**src/rtl/btb_predictor_pkg.sv**
```systemverilog
// btb_predictor_pkg: counter encodings and saturating helpers shared by the BTB
package btb_predictor_pkg;
  localparam logic [1:0] SN = 2'b00;
  localparam logic [1:0] WN = 2'b01;
  localparam logic [1:0] WT = 2'b10;
  localparam logic [1:0] ST = 2'b11;
  localparam logic [1:0] CTR_RESET = WN;
  localparam logic [1:0] CTR_ALLOC = WT;
  function automatic logic [1:0] sat_inc(input logic [1:0] c);
    return (c == ST) ? ST : c + 2'd1;
  endfunction
  function automatic logic [1:0] sat_dec(input logic [1:0] c);
    return (c == SN) ? SN : c - 2'd1;
  endfunction
endpackage

```
**src/rtl/btb_predictor_perf.sv**
```systemverilog
// btb_perf_counters: lookup and mispredict event counters, wrapping modulo 2^32
module btb_perf_counters (
  input  logic        clk,
  input  logic        rst,
  input  logic        lookup_inc,
  input  logic        mispred_inc,
  output logic [31:0] lookup_cnt,
  output logic [31:0] mispred_cnt
);
  always_ff @(posedge clk) begin
    if (rst) begin
      lookup_cnt  <= '0;
      mispred_cnt <= '0;
    end else begin
      lookup_cnt  <= lookup_cnt + {31'd0, lookup_inc};
      mispred_cnt <= mispred_cnt + {31'd0, mispred_inc};
    end
  end
endmodule

```
**src/rtl/btb_predictor.sv**
```systemverilog
// btb_predictor: direct-mapped BTB with 2-bit direction counters, async-read lookup
module btb_predictor
  import btb_predictor_pkg::*;
#(
  parameter int ENTRY_BITS = 6,
  parameter int TAG_BITS   = 8
) (
  input  logic        clk,
  input  logic        rst,
  input  logic [31:0] PCF,
  output logic        BranchPredictedF,
  output logic [31:0] BranchPredictedTargetF,
  input  logic        BrInstE,
  input  logic [31:0] PCE,
  input  logic        BranchE,
  input  logic [31:0] BranchTarget,
  input  logic        BranchPredictedE,
  input  logic        StallE,
  output logic [31:0] LookupCnt,
  output logic [31:0] MispredCnt
);
  localparam int N  = 1 << ENTRY_BITS;
  localparam int HI = 2 + ENTRY_BITS + TAG_BITS;
  logic                  valid   [N];
  logic [TAG_BITS-1:0]   tags    [N];
  logic [31:0]           targets [N];
  logic [1:0]            ctrs    [N];
  logic [ENTRY_BITS-1:0] idx_f, idx_e;
  logic [TAG_BITS-1:0]   tag_f, tag_e;
  logic                  hit_f, hit_e, trn;
  logic                  unused_pc;
  assign idx_f = PCF[2 +: ENTRY_BITS];
  assign idx_e = PCE[2 +: ENTRY_BITS];
  assign tag_f = PCF[2 + ENTRY_BITS +: TAG_BITS];
  assign tag_e = PCE[2 + ENTRY_BITS +: TAG_BITS];
  assign unused_pc = ^{PCF[31:HI], PCF[1:0], PCE[31:HI], PCE[1:0]};
  assign hit_f = valid[idx_f] && (tags[idx_f] == tag_f);
  assign hit_e = valid[idx_e] && (tags[idx_e] == tag_e);
  assign trn   = BrInstE & ~StallE & ~rst;
  // gated by rst so the reset cycle never predicts from stale entries
  assign BranchPredictedF       = ~rst & hit_f & ctrs[idx_f][1];
  assign BranchPredictedTargetF = BranchPredictedF ? targets[idx_f] : 32'h0;
  always_ff @(posedge clk) begin
    if (rst) begin
      for (int i = 0; i < N; i++) begin
        valid[i]   <= 1'b0;
        tags[i]    <= '0;
        targets[i] <= '0;
        ctrs[i]    <= CTR_RESET;
      end
    end else if (trn) begin
      if (hit_e) begin
        ctrs[idx_e] <= BranchE ? sat_inc(ctrs[idx_e]) : sat_dec(ctrs[idx_e]);
        if (BranchE) targets[idx_e] <= BranchTarget;
      end else if (BranchE) begin
        valid[idx_e]   <= 1'b1;
        tags[idx_e]    <= tag_e;
        targets[idx_e] <= BranchTarget;
        ctrs[idx_e]    <= CTR_ALLOC;
      end
    end
  end
  btb_perf_counters u_perf (
    .clk         (clk),
    .rst         (rst),
    .lookup_inc  (trn),
    .mispred_inc (trn & (BranchE ^ BranchPredictedE)),
    .lookup_cnt  (LookupCnt),
    .mispred_cnt (MispredCnt)
  );
endmodule

```
**config.mk**
```make
export PLATFORM = sky130hd
export DESIGN_NAME = btb_predictor
export DESIGN_NICKNAME = d
export VERILOG_FILES = /design/src/rtl/btb_predictor_pkg.sv /design/src/rtl/btb_predictor_perf.sv /design/src/rtl/btb_predictor.sv
export SDC_FILE = /design/constraint.sdc
export NUM_CORES = 2
export LEC_CHECK = 0
export CAP_MARGIN = 20
export CORE_MARGIN = 5
export CORE_UTILIZATION = 45
export DETAILED_ROUTE_END_ITERATION = 8
export HOLD_SLACK_MARGIN = 0.05
export PLACE_DENSITY = 0.66
export SLEW_MARGIN = 10
export SYNTH_ARGS = -nofsm -noshare
export SYNTH_HDL_FRONTEND = slang
export SYNTH_SLANG_ARGS = --single-unit
```
**constraint.sdc**
```tcl
create_clock -name clk -period 8.5 [get_ports clk]
set_input_delay 2.125 -clock clk [delete_from_list [all_inputs] [get_ports clk]]
set_output_delay 2.125 -clock clk [all_outputs]
set_load 0.02 [all_outputs]
```
; After elaboration in Yosys (flattened, before gate mapping)
; Memory sizes are Yosys's and may differ from the RTL's.
; Cells that the tools add are included.
[classes]
add_sub_neg = 4
n_eq_ne = 3
n_mux = 33
bitwise_logic = 10
reduce_logical = 7
[op_table]
columns = op, count
row1 = 32-bit 2-to-1 mux, 3
row2 = 32-bit by 1-bit adder with 32-bit output, 2
row3 = 32-bit OR reduction, 1
row4 = 6-bit 2-to-1 mux, 4
row5 = 1-bit 2-to-1 mux, 20
row6 = 8-bit equality test, 2
row7 = 2-bit 2-to-1 mux, 5
row8 = 8-bit 2-to-1 mux, 1
row9 = 8-bit OR reduction, 1
row10 = 1-bit bitwise AND, 5
row11 = 2-bit by 1-bit adder with 2-bit output (second input constant), 1
row12 = 2-bit equality test (second input constant), 1
row13 = 1-bit logical AND, 2
row14 = 2-bit zero test, 1
row15 = 1-bit NOT, 2
row16 = 1-bit bitwise OR, 2
row17 = 2-bit OR reduction, 1
row18 = 2-bit by 1-bit subtractor with 2-bit output (second input constant), 1
row19 = 1-bit OR reduction, 1
row20 = 1-bit XOR, 1
[totals]
regBits = 64
ramBits = 2752
word_cells = 63
mem_count = 4
[mem_list]
columns = memory, depth, width, read_ports, rd_ports_with_merged_regs, wr, line_no
row1 = targets, 64, 32, 1, 0, 64, btb_predictor.sv:26  ; logic [31:0] targets [N];
row2 = tags, 64, 8, 2, 0, 64, btb_predictor.sv:25  ; logic [TAG_BITS-1:0] tags [N];
row3 = ctrs, 64, 2, 2, 0, 64, btb_predictor.sv:27  ; logic [1:0] ctrs [N];
row4 = valid, 64, 1, 2, 0, 64, btb_predictor.sv:24  ; logic valid [N];

; Depth between registers and ports, before layout
; An unclocked memory read counts as a cell.
[logic_depth]
depth_word = 10
mapped_depth = 15
mapped_depth_nobuf = 14

; By module
; Synthesis repeated with hierarchy kept, for this count alone.
[hier_totals]
cells_unflattened = 8930
area_unflattened_um2 = 134143.7
[modules_own_cells]
columns = mod, n_inst, cells_each, area_per_inst_um2
row1 = btb_predictor, 1, 8570, 131077.0
row2 = btb_perf_counters, 1, 360, 3066.7

; Worst setup path after synthesis
; No wires, ideal clock.
[synth_path]
path_type = in2out
start = input port PCF[2]
end = output port BranchPredictedTargetF[14]
arrival_time_ns = 5.395
path_slack_ns = 0.980
cell_stages = 11
cell_sequence = buf_2 > buf_4 > buf_2 > mux4_2 > mux4_2 > mux4_2 > xor2_1 > nor3_1 > nand3_1 > buf_2 > a211oi_1
[synth_via]
elab_chain_len = 6
elab_cells_between_ends = 9
[synth_lines]
columns = element, line_no
row1 = from (decl), btb_predictor.sv:10  ; input logic [31:0] PCF,
row2 = memory read 64 x 8 bit, n/a
row3 = 8-bit equality test, btb_predictor.sv:37  ; assign hit_f = valid[idx_f] && (tags[idx_f] == tag_f);
row4 = 1-bit logical AND, btb_predictor.sv:37
row5 = 1-bit bitwise AND (2 in a row), btb_predictor.sv:41  ; assign BranchPredictedF = ~rst & hit_f & ctrs[idx_f][1];
row6 = 32-bit 2-to-1 mux (*), btb_predictor.sv:42  ; assign BranchPredictedTargetF = BranchPredictedF ? targets[idx_f] : 32'h0;
row7 = to (decl), btb_predictor.sv:12  ; output logic [31:0] BranchPredictedTargetF,
; Every way passes the cells marked *; elsewhere a longest branch is shown, timed or not.

; Worst setup path after layout
[layout_path]
start = input port PCF[2]
end = output port BranchPredictedTargetF[22]
; The elaborated chain is that of the path after synthesis.

==> flow_metrics.py <==
metrics = {
    "synthesis": {
        "synth_edf_count": 2688,
        "syn-cell-area_sq_mm": 0.133,
        "synth_top_area_share_pct": 60.6,
        "synth_cells": 9031,
        "ys.flop_type": "edfxtp_1",
        "synth_top_area_cell": "edfxtp_1",
        "avgSynthCellArea_sq_um": 14.8,
        "synthArstFlopShare_pct": 0,
        "synth_cell_types": 79,
        "synth_nets": 9137,
        "synthTopCellsByArea": "edfxtp_1 (61%), mux4_2 (15%), and3_1 (9.7%)",
        "ys_warn_count": 0,
        "yosysSeqAreaShare_pct": 62.5,
        "ys_seq_elements": 2816,
    },
    "routing": {
        "postRouteAntennaNets": 0,
        "vias_per_cell": 6.74,
        "drtPass1Iterations": 7,
        "drt_iter0_markers": 14191,
        "drc": 0,
        "wirelength_mm": 445,
        "vias": 87581,
        "avgRoutedWirePerCell_um": 34.2,
    },
    "worst_setup_path": {
        "cp_max_fo": 26,
        "endpoint_kind": "primary output",
        "critPathLaunch": "PCF[2]",
        "required_ps": 6380,
        "startpoint_type": "input pin",
        "worst-endpoint-arrival_ps": 6220,
        "path_class": "input pin to primary output",
        "reg2reg_from": "valid[0]",
    },
    "power": {
        "p_per_area_mw_per_mm2": 217,
        "irDropWorstVdd_v": 0.000195,
        "power_mw": 32.6,
        "p_leak_nw": 56.8,
    },
    "clocking": {
        "clockRootBuffer": "clkbuf_16",
        "clk_latency_ps": 940,
        "clk_pin_slew_ps": 50,
        "cts_inserted_buffers": 308,
        "clockBufferDepth": 4,
        "cts_tree": "done",
        "ctsHoldBuffers": 0,
        "cts_num_sinks": 2816,
        "htree_num_levels": 5,
    },
    "timing": {
        "finClkSkew_ps": 83.4,
        "finalSetupViolCount": 0,
        "period_needed_ps": 8340,
        "rsz0062_at_grt": "no",
        "drv_slew": 0,
        "slew_headroom_pct": 11.7,
        "fmax_mhz": 120,
        "setup_tns_ps": 0,
        "timing_hold_violations_final": 0,
        "tightest_slew_ps": 1330,
        "period_share_pct": 98.2,
    },
    "grt": {
        "grt_pass1_wl_mm": 631,
        "grt_overflow": 0,
        "use_met1_pct": 38.6,
        "grt_max_degree": 266,
        "grtUsageTotal_pct": 28.2,
        "met3_usage_pct": 7.43,
        "grt.met2_usage_pct": 42.4,
        "grt_pass1_vias": 85983,
        "antenna_found_initial": 27,
        "grt.busiest_layer": "met2",
    },
    "placement": {
        "dp_hpwl_mm": 255,
        "gp_congestion": 0.954,
        "dpl_cell_area_sq_mm": 0.140,
        "port_buffers": 162,
    },
    "final_layout": {
        "layout_common_cells": "edfxtp_1 (2688), and3_1 (2063), mux4_2 (881), nor2_1 (597), buf_4 (400)",
        "drive_above_1_share_pct": 23.3,
        "nets": 8925,
        "layout_commonest_cell": "edfxtp_1",
        "area_growth_pct": 12.7,
        "final_cell_area_sq_mm": 0.150,
    },
    "floorplan": {
        "coreArea_sq_mm": 0.294,
        "num_io_pins": 199,
        "fp.dieH_um": 554,
        "row_count": 199,
        "initial_utilization_pct": 45.3,
        "fp.dieArea_sq_mm": 0.307,
        "die_w_um": 554,
    },
    "worst_hold_path": {
        "min_path_type": "register to register",
        "hp-start": "valid[60]",
    },
    "job": {
        "drv_cap": 0,
    },
    "run_status": {
        "status": "finished, final reports clean",
    },
}
==> worst paths after layout <==
path / end / slack, ps / cells after the start
max: BranchPredictedTargetF[22] / 160 / 13
min: valid[60] / 480 / 2
max reg2reg: ctrs[40][0] / 3990 / 10
min reg2reg: valid[60] / 480 / 2
==> layout make-up <==
| class | instances | area (sq um) |
|---|---|---|
| clock inverters | 162 | 1680 |
| inverters | 76 | 299 |
| well taps | 3919 | 4900 |
| fillers | 24058 | 144000 |
| multi-input cells | 4965 | 45300 |
| flip-flops and latches | 2816 | 83300 |
| clock buffers | 393 | 8310 |
| diodes | 12 | 30.0 |
| repair buffers | 652 | 6380 |
==> registers in the layout, summed over array words and instances (netlist names) <==
signal,count
u_perf.lookup_cnt,32
valid,64
tags,512
targets,2048
ctrs,128
u_perf.mispred_cnt,32
==> kinds of logic (layout without fill, tap and decap cells) <==
| logic type | count (synthesis) | after routing | synth area share, % |
|---|---|---|---|
| mux | 1020 | 1020 | 16.0 |
| fa+ha+maj | 6 | 6 | 0.0526 |
| flops | 2816 | 2816 | 62.5 |
| xor+xnor | 68 | 68 | 0.447 |
| simple gates | 3138 | 3138 | 13.3 |
| compound gates | 733 | 733 | 3.90 |
| buf+inv | 1250 | 1283 | 3.78 |
| other cells | 0 | 12 | 0 |
==> worst max-delay path: stages <==
cell and delay (ps):
buf_8 210, buf_16 260, mux4_2 530, mux4_2 590
mux4_2 510, xnor2_1 140, nand2_1 70, nor3_1 230
nand3_2 210, buf_12 230, buf_4 190, a211oi_1 550
buf_4 260
==> repair_timing <==
| action | CTS | global route |
|---|---|---|
| setup buffers | 0 | 0 |
| gates resized for setup | 2 | 3 |
| endpoints found under the setup margin | 2 | 1 |
==> through the flow <==
step / util (%) / instances / hold WS (ps) / setup WS [ps]
after floorplan: - / 9031 / 447 / 980
after global placement: 47.5 / 12407 / 460 / -18.4
after detailed placement: 47.5 / 12409 / 467 / -17.6
after CTS: 50.9 / 12964 / 476 / 75.5
after global routing: 51.0 / 12984 / 502 / 30.9
final: 51.0 / 12995 / 477 / 156
==> cells in the mapped netlist, types with 13 or more instances <==
library cell	number
buf_4	33
o22ai_1	109
a31o_2	64
buf_2	155
a221o_1	18
edfxtp_1	2688
mux2i_1	99
o21bai_1	65
and3_1	2064
mux4_2	881
a31oi_1	13
nand3_1	62
nand2b_1	69
xnor2_1	20
mux2_2	39
inv_1	71
buf_1	82
a221oi_1	81
dfxtp_1	128
clkbuf_1	899
nand2_1	186
nor2_1	609
xor2_1	48
a22oi_1	51
a211oi_1	41
nor2b_1	32
and2_1	14
nand4_1	14
o21ai_0	123
a21oi_1	98
==> power by group <==
group | internal (mW) | switching (mW) | total [mW]
combinational | 1.12 | 1.88 | 3.01
sequential | 15.8 | 0.227 | 16.0
clock | 7.82 | 5.71 | 13.5
==> routing by layer <==
layer	wire length, um	vias up
li1	-	34949
met1	163000	44830
met2	198000	6613
met3	59400	1177
met4	24600	12
met5	77	-
Note: power is estimated with default switching activity, not from simulation.
